### config.mk
export PLATFORM = sky130hd
export DESIGN_NAME = pipe_hazard_ctrl
export DESIGN_NICKNAME = d
export VERILOG_FILES = /design/src/rtl/pipe_hazard_ctrl.sv
export SDC_FILE = /design/constraint.sdc
export NUM_CORES = 1
export LEC_CHECK = 0
export BUFFER_PORTS_ARGS = -buffer_cell sky130_fd_sc_hd__buf_2
export CORE_MARGIN = 2
export CORE_UTILIZATION = 38
export DETAILED_ROUTE_END_ITERATION = 7
export GPL_TIMING_DRIVEN = 1
export PLACE_DENSITY_LB_ADDON = 0.25
export SYNTH_ARGS = -nofsm -noshare
export SYNTH_HDL_FRONTEND = slang
export SYNTH_SLANG_ARGS = --single-unit
### constraint.sdc
create_clock -name clk -period 5.8 [get_ports clk]
set_input_delay 0.29 -clock clk [delete_from_list [all_inputs] [get_ports clk]]
set_output_delay 0.29 -clock clk [all_outputs]
set_load 0.02 [all_outputs]
### src/rtl/pipe_hazard_ctrl.sv
// Stall/flush sequencer for the 5-stage pipeline: load-use interlock, mispredict flush,
// and a data-cache miss wait machine with sticky timeout and saturating event counters.
module pipe_hazard_ctrl #(
  parameter int MAX_WAIT = 64,
  parameter int CNT_W    = 16
) (
  input  logic             clk,
  input  logic             rst,
  input  logic             memread_ex,
  input  logic [4:0]       rd_ex,
  input  logic [4:0]       rs1_if,
  input  logic [4:0]       rs2_if,
  input  logic             uses_rs2_if,
  input  logic             mem_access,
  input  logic             cache_hit,
  input  logic             refill_done,
  input  logic             mispredict,
  output logic             en_pc,
  output logic             en_if,
  output logic             en_ex,
  output logic             en_mem,
  output logic             en_wb,
  output logic             rst_if,
  output logic             rst_ex,
  output logic             rst_mem,
  output logic             refill_req,
  output logic             timeout_err,
  output logic [CNT_W-1:0] stall_cnt,
  output logic [CNT_W-1:0] flush_cnt
);

  typedef enum logic [1:0] {RUN, MISS_WAIT, MISS_REPLAY} state_t;

  localparam int WAIT_W = $clog2(MAX_WAIT + 1);

  state_t            state, state_nxt;
  logic [WAIT_W-1:0] wait_cnt;
  logic              timeout_q;
  logic              hazard, miss, wait_limit, flush_acc;

  assign hazard = memread_ex && (rd_ex != 5'd0) &&
                  ((rd_ex == rs1_if) || (uses_rs2_if && (rd_ex == rs2_if)));
  assign miss   = mem_access && !cache_hit;

  assign wait_limit  = (state == MISS_WAIT) && (wait_cnt == WAIT_W'(MAX_WAIT - 1));
  // Visible in the very cycle the limit is reached, then held by timeout_q.
  assign timeout_err = timeout_q || wait_limit;

  always_comb begin
    state_nxt  = state;
    en_pc      = 1'b0;
    en_if      = 1'b0;
    en_ex      = 1'b0;
    en_mem     = 1'b0;
    en_wb      = 1'b0;
    rst_if     = 1'b0;
    rst_ex     = 1'b0;
    rst_mem    = 1'b0;
    refill_req = 1'b0;
    flush_acc  = 1'b0;
    case (state)
      RUN: begin
        if (miss) begin
          // Whole pipe freezes; a pending mispredict stays in EX until resume.
          state_nxt = MISS_WAIT;
        end else if (mispredict) begin
          {en_pc, en_if, en_ex, en_mem, en_wb} = 5'b11111;
          rst_if    = 1'b1;
          rst_ex    = 1'b1;
          flush_acc = 1'b1;
        end else if (hazard) begin
          {en_ex, en_mem, en_wb} = 3'b111;
          rst_ex = 1'b1;
        end else begin
          {en_pc, en_if, en_ex, en_mem, en_wb} = 5'b11111;
        end
      end
      MISS_WAIT: begin
        refill_req = 1'b1;
        if (refill_done) state_nxt = MISS_REPLAY;
      end
      MISS_REPLAY: state_nxt = RUN;
      default:     state_nxt = RUN;
    endcase
    if (rst) begin
      {en_pc, en_if, en_ex, en_mem, en_wb} = 5'b00000;
      {rst_if, rst_ex, rst_mem}           = 3'b111;
      refill_req = 1'b0;
      flush_acc  = 1'b0;
      state_nxt  = RUN;
    end
  end

  always_ff @(posedge clk or posedge rst) begin
    if (rst) begin
      state     <= RUN;
      wait_cnt  <= '0;
      timeout_q <= 1'b0;
      stall_cnt <= '0;
      flush_cnt <= '0;
    end else begin
      state <= state_nxt;
      if (state == MISS_WAIT && !refill_done) begin
        if (!wait_limit) wait_cnt <= wait_cnt + WAIT_W'(1);
      end else begin
        wait_cnt <= '0;
      end
      if (wait_limit) timeout_q <= 1'b1;
      if (!en_pc && (stall_cnt != {CNT_W{1'b1}})) stall_cnt <= stall_cnt + CNT_W'(1);
      if (flush_acc && (flush_cnt != {CNT_W{1'b1}})) flush_cnt <= flush_cnt + CNT_W'(1);
    end
  end

endmodule

==> flow_summary.ini, run 1 <==
[clock_network]
ctsResizeCount = 0
post_cts_buffers = 0
cts_tree = done
clock_latency_ns = 0.28
cts_max_level = 2
clk_pin_slew_ns = 0.08
clock_tree.buffer_depth = 2
cts_sinks = 42
cts-hold-fix-buffers = 0
cts_buffers = 5
clockRootBuffer = clkbuf_8

[worst_setup_path]
r2r_start = stall_cnt[0]$_DFFE_PP0P_
worst_path_dominant_cell_family = simple AND/OR/NAND/NOR gates
crit_required_ns = 5.97
critPathLaunch = stall_cnt[0]$_DFFE_PP0P_
endpoint = stall_cnt[1]$_DFFE_PP0P_
cp_num_cells = 6
regToRegEndpoint = stall_cnt[1]$_DFFE_PP0P_
cp_max_fo = 15
crit_path_cell_trace = ha_1 > nand3_1 > or3_4 > o41ai_4 > nor2_2 > mux2_1
r2r_slack_ns = 3.40
crit_arrival_ns = 2.56
crit_slowest_cell = o41ai_4
max_stage_delay_ns = 0.65
critPathCaptureType = flop
r2r_cells = 6
critPathKind = flop to flop
start_kind = flop
cp_num_buf_inv = 0

[global_route]
grt_max_degree = 43
grt_overflow = 0
antenna_found_initial = 0
grt_pass1_wl_um = 7530
grt_usage_pct = 15.0
grt_pass1_vias = 1632

[timing]
finalWorstSetupSlack_ns = 3.40
post-route-period-util_pct = 41.3
whs_ns = 0.206
finalCriticalPeriod_ns = 2.40
rsz0062_at_grt = no
fin_skew_ns = 0.00472
finalHoldViolations = 0
max_freq_ghz = 0.417
drv_slew = 0
report.final.setup_viol = 0
tightest_slew_ns = 0.778
slew_headroom_pct = 48.0
finalSetupTns_ns = 0

[outcome]
outcome = finished clean

[synthesis]
yosysSeqAreaShare_pct = 48.2
yosys-top-cells-area = dfrtp_1 (48%), xor2_1 (9.2%), xnor2_1 (8.0%)
ys_ff_latch = 42
synth_top_area_share_pct = 48.2
synth_cells = 207
synth_cell_types = 38
avgSynthCellArea_um2 = 10.5
synth_flop_cell = dfrtp_1
synth_area_mm2 = 0.00218
async_flop_share_pct = 100
netlist.top_cell.by_area = dfrtp_1
yosys_warnings = 0
synth_fp_nets = 233
synth_edf_count = 0

[placement]
place_ws_ns = 3.42
place_hpwl_um = 3360
io_buffers = 64
routabilityCongestion = 0.787
placed_cells = 339

[die]
start_util_pct = 39.4
die_h_um = 79.8
ios = 65
fp-row-count = 27
dieArea_mm2 = 0.00636
die_w_um = 79.8
core-area_mm2 = 0.00554

[finish]
fin_nets = 300
final_layout_size_suffix_gt1_share_pct = 28.4
n_antenna_cell = 0
area_delta_synth_final_pct = 22.1
fin_cells = 347

[drt]
drcViolationCount = 0
num_vias = 1704
dr.pass1.iters = 4
antenna_left = 0
drtIter0Drc = 58
routed_wl_um = 4360
wl_per_cell_um = 12.6
viasPerCell = 4.91

[pwr]
p_per_area_mw_per_mm2 = 315
leakagePower_nw = 1.35
vdd_ir_drop_max_uv = 153

[job]
maxCapViolCount = 0

[min_path]
hold_path_class = primary input to async pin
[power breakdown]
group / switching [mW] / internal [mW] / leakage (nW) / total (mW)
Combinational: 0.139 / 0.0898 / 0.742 / 0.229
Sequential: 0.0508 / 0.337 / 0.553 / 0.388
Clock: 0.0941 / 0.129 / 0.0524 / 0.223
[per-layer routing]
layer / global-route usage [%] / part of all wire [%] / up-vias
met5: 0 / 0 / -
met4: 3.05 / 0.83 / 0
met3: 3.39 / 4.2 / 5
met2: 26.6 / 51 / 31
met1: 18.7 / 44 / 810
li1: - / - / 858
[final cells by class]
class | count | area (um^2)
Timing Repair Buffer | 66 | 335
Multi-Input combinational cell | 154 | 1060
Fill cell | 561 | 2880
Inverter | 5 | 18.8
Tap cell | 72 | 90.1
Clock buffer | 7 | 76.3
Sequential cell | 42 | 1050
Clock inverter | 1 | 30.0
[sequential cells by signal, indices dropped and copies added, names as in the netlist]
| register | cells |
|---|---|
| timeout_q | 1 |
| state | 2 |
| flush_cnt | 16 |
| stall_cnt | 16 |
| wait_cnt | 7 |
[cell usage after synthesis (2+ instances only)]
cell type and instances:
a31oi_1 2, and2_1 3, and3_1 8, and4_1 2
buf_4 5, dfrtp_1 42, ha_1 3, inv_1 5
nand2_1 13, nand2b_1 3, nand3_1 17, nand4_1 5
nor2_1 14, nor3_1 6, nor3b_1 3, nor4_1 9
o21ai_0 3, o31a_1 3, xnor2_1 20, xor2_1 23
[placed cells by master, fill, tap and decap left out, types with 2 or more instances in the layout]
cell	n
dfrtp_1	42
ha_1	3
and2_1	3
clkbuf_1	2
and4_1	2
nor3b_1	3
o21ai_0	3
o31a_1	3
nor2_1	14
nand3_1	17
and3_1	8
xnor2_1	20
buf_4	2
nand4_1	5
nor3_1	6
xor2_1	23
nand2_1	13
nor4_1	9
inv_1	5
buf_2	64
clkbuf_8	5
a31oi_1	2
nand2b_1	3
[stage by stage]
step                      instance area, um^2  power, mW  utilization (%)
after floorplan                          2180      0.544                -
after global placement                   2560      0.621             46.2
after detailed placement                 2560      0.627             46.2
after CTS                                2670      0.854             48.1
after global routing                     2670      0.900             48.1
final                                    2670      0.840             48.1
[cells by family after synthesis]
family                     synth area share, %
AOI/OAI and AO/OA                         5.10
xor gates and xnor gates                  17.3
buffers and inverters                     3.10
DFF                                       48.2
muxes                                     1.49
adders and majority gates                 1.72
and+or+nand+nor                           23.2
[worst register-to-register path, delay by kind of cell, from the launching register on]
family          cells  cell delay (ns)
compound gates      1             0.65
fa+ha+maj           1             0.18
flops               1             0.39
mux                 1             0.34
simple gates        3             0.73
[worst min-delay path by stage]
stage	endpoint	slack [ns]	cells after the start
after floorplan	state[0]$_DFFE_PP0P_	0.37	1
after global placement	timeout_q$_DFFE_PP0P_	0.44	1
after detailed placement	timeout_q$_DFFE_PP0P_	0.44	1
after CTS	stall_cnt[13]$_DFFE_PP0P_	0.22	3
after global routing	state[0]$_DFFE_PP0P_	0.27	2
final	stall_cnt[13]$_DFFE_PP0P_	0.21	3
No activity file was read; power rests on OpenSTA's default activity.
==> run 2: changes to the inputs <==
Clock period 5.8 ns to 1.9 ns, I/O delays scaled along.
==> flow_summary.ini, run 2 (synthesis gave the netlist of run 1 again) <==
[placement]
placed_cells = 362
place_ws_ns = -0.300
routabilityCongestion = 0.772
place_area_mm2 = 0.00277
io_buffers = 64
place_hpwl_um = 3410

[die]
dieArea_mm2 = 0.00636
start_util_pct = 39.4
die_h_um = 79.8
fp-row-count = 27
core-area_mm2 = 0.00554
die_w_um = 79.8
ios = 65

[global_route]
grt_pass1_vias = 1718
antenna_found_initial = 0
grt_pass1_wl_um = 7680
grt_overflow = 0
grt_max_degree = 43
grt_usage_pct = 15.5

[pwr]
leakagePower_nw = 1.51
vdd_ir_drop_max_uv = 722
p_per_area_mw_per_mm2 = 899

[worst_setup_path]
critPathCaptureType = output pin
crit_required_ns = 1.80
start_kind = flop
cp_max_fo = 4
critPathKind = flop to output pin
crit_arrival_ns = 1.75

[timing]
max_freq_ghz = 0.543
finalHoldViolations = 0
whs_ns = 0.0203
post-route-period-util_pct = 96.9
tightest_slew_ns = 0.532
slew_headroom_pct = 64.5
report.final.setup_viol = 0
fin_skew_ns = 0.00407
finalCriticalPeriod_ns = 1.84
finalWorstSetupSlack_ns = 0.0596
drv_slew = 0

[finish]
final_cell_mix = buf_2 (63), dfrtp_1 (40), buf_4 (30)
fin_cells = 377
final_util_pct = 54.1
fin_nets = 330
area_delta_synth_final_pct = 37.4
postLayoutCellArea_mm2 = 0.00300
largestRegisters = flush_cnt (16), stall_cnt (16), wait_cnt (7)
nFillCells = 529
n_antenna_cell = 0
layout_commonest_cell = buf_2
final_layout_size_suffix_gt1_share_pct = 40.3

[drt]
drtIter0Drc = 57
routed_wl_um = 4690
viasPerCell = 4.82
antenna_left = 0
wl_per_cell_um = 12.4
dr.pass1.iters = 4
num_vias = 1816
drcViolationCount = 0

[clock_network]
cts_tree = done
clk_pin_slew_ns = 0.07
cts_buffers = 5
clock_tree.buffer_depth = 2
clockRootBuffer = clkbuf_8
clock_latency_ns = 0.29
cts_sinks = 42
cts_max_level = 2

[min_path]
hold_path_class = primary input to async pin

[job]
maxCapViolCount = 0

[outcome]
outcome = finished clean
-- run 2: cell types whose count changed in the layout (fill, tap and decap cells not counted), sizes merged --
cell	change
buf	+30
bufinv	-1
clkinv	+1
-- run 2: per-layer routing --
layer | track usage (%) | share of wire [%] | vias to the layer above
met5 | 0 | 0 | -
met4 | 7.12 | 1.7 | 0
met3 | 3.62 | 4.0 | 8
met2 | 23.9 | 48 | 36
met1 | 20.7 | 46 | 849
li1 | - | - | 923
-- run 2: final timing paths --
kind | startpoint | to | slack, ns | depth (start not counted)
max | wait_cnt[1]$_DFFE_PP0P_ | timeout_err | 0.06 | 6
min | rst | wait_cnt[3]$_DFFE_PP0P_ | 0.02 | 3
max reg2reg | state[1]$_DFFE_PP0P_ | flush_cnt[1]$_DFFE_PP0P_ | 0.08 | 7
min reg2reg | timeout_q$_DFFE_PP0P_ | timeout_q$_DFFE_PP0P_ | 0.47 | 1
max in group asynchronous | rst | stall_cnt[0]$_DFFE_PP0P_ | 1.49 | 3
min in group clk | refill_done | state[0]$_DFFE_PP0P_ | 0.03 | 2
-- run 2: worst max-delay path, cell delays in order, from the launching register on --
cell and delay, ns:
dfrtp_1 0.38, ha_2 0.19, and3_4 0.21, nand3_4 0.09, or3_4 0.41, nand2b_4 0.08, buf_6 0.11
-- run 2: area by class of cell --
class	instances	area, um^2	area share, %
multi-input combinational	154	1160	38.7
tap	72	90.1	3.01
inverter	5	18.8	0.626
clock buffer	7	86.3	2.88
clock inverter	1	5.00	0.167
sequential	42	1050	35.1
timing repair buffer	96	583	19.4
-- run 2: what timing repair did --
action                     in CTS  in global routing
pin swaps                       2                  2
setup endpoints to repair      30                 24
cloned                          0                  0
hold buffers                    0                  0
buffers inserted                3                  4
resized for setup               4                 11
-- run 2: power breakdown --
part	leakage, nW	internal, mW	switching [mW]
logic	0.913	0.444	0.518
clock network	0.0482	0.293	0.293
registers	0.551	1.03	0.115
total	1.51	1.77	0.926
-- run 2: through the flow --
step                TNS (ns)  power, mW
global route         -0.0270       2.87
floorplan             -0.907       1.71
detailed placement     -4.52       2.11
global placement       -4.01       2.10
CTS                        0       2.73
finish                     0       2.70
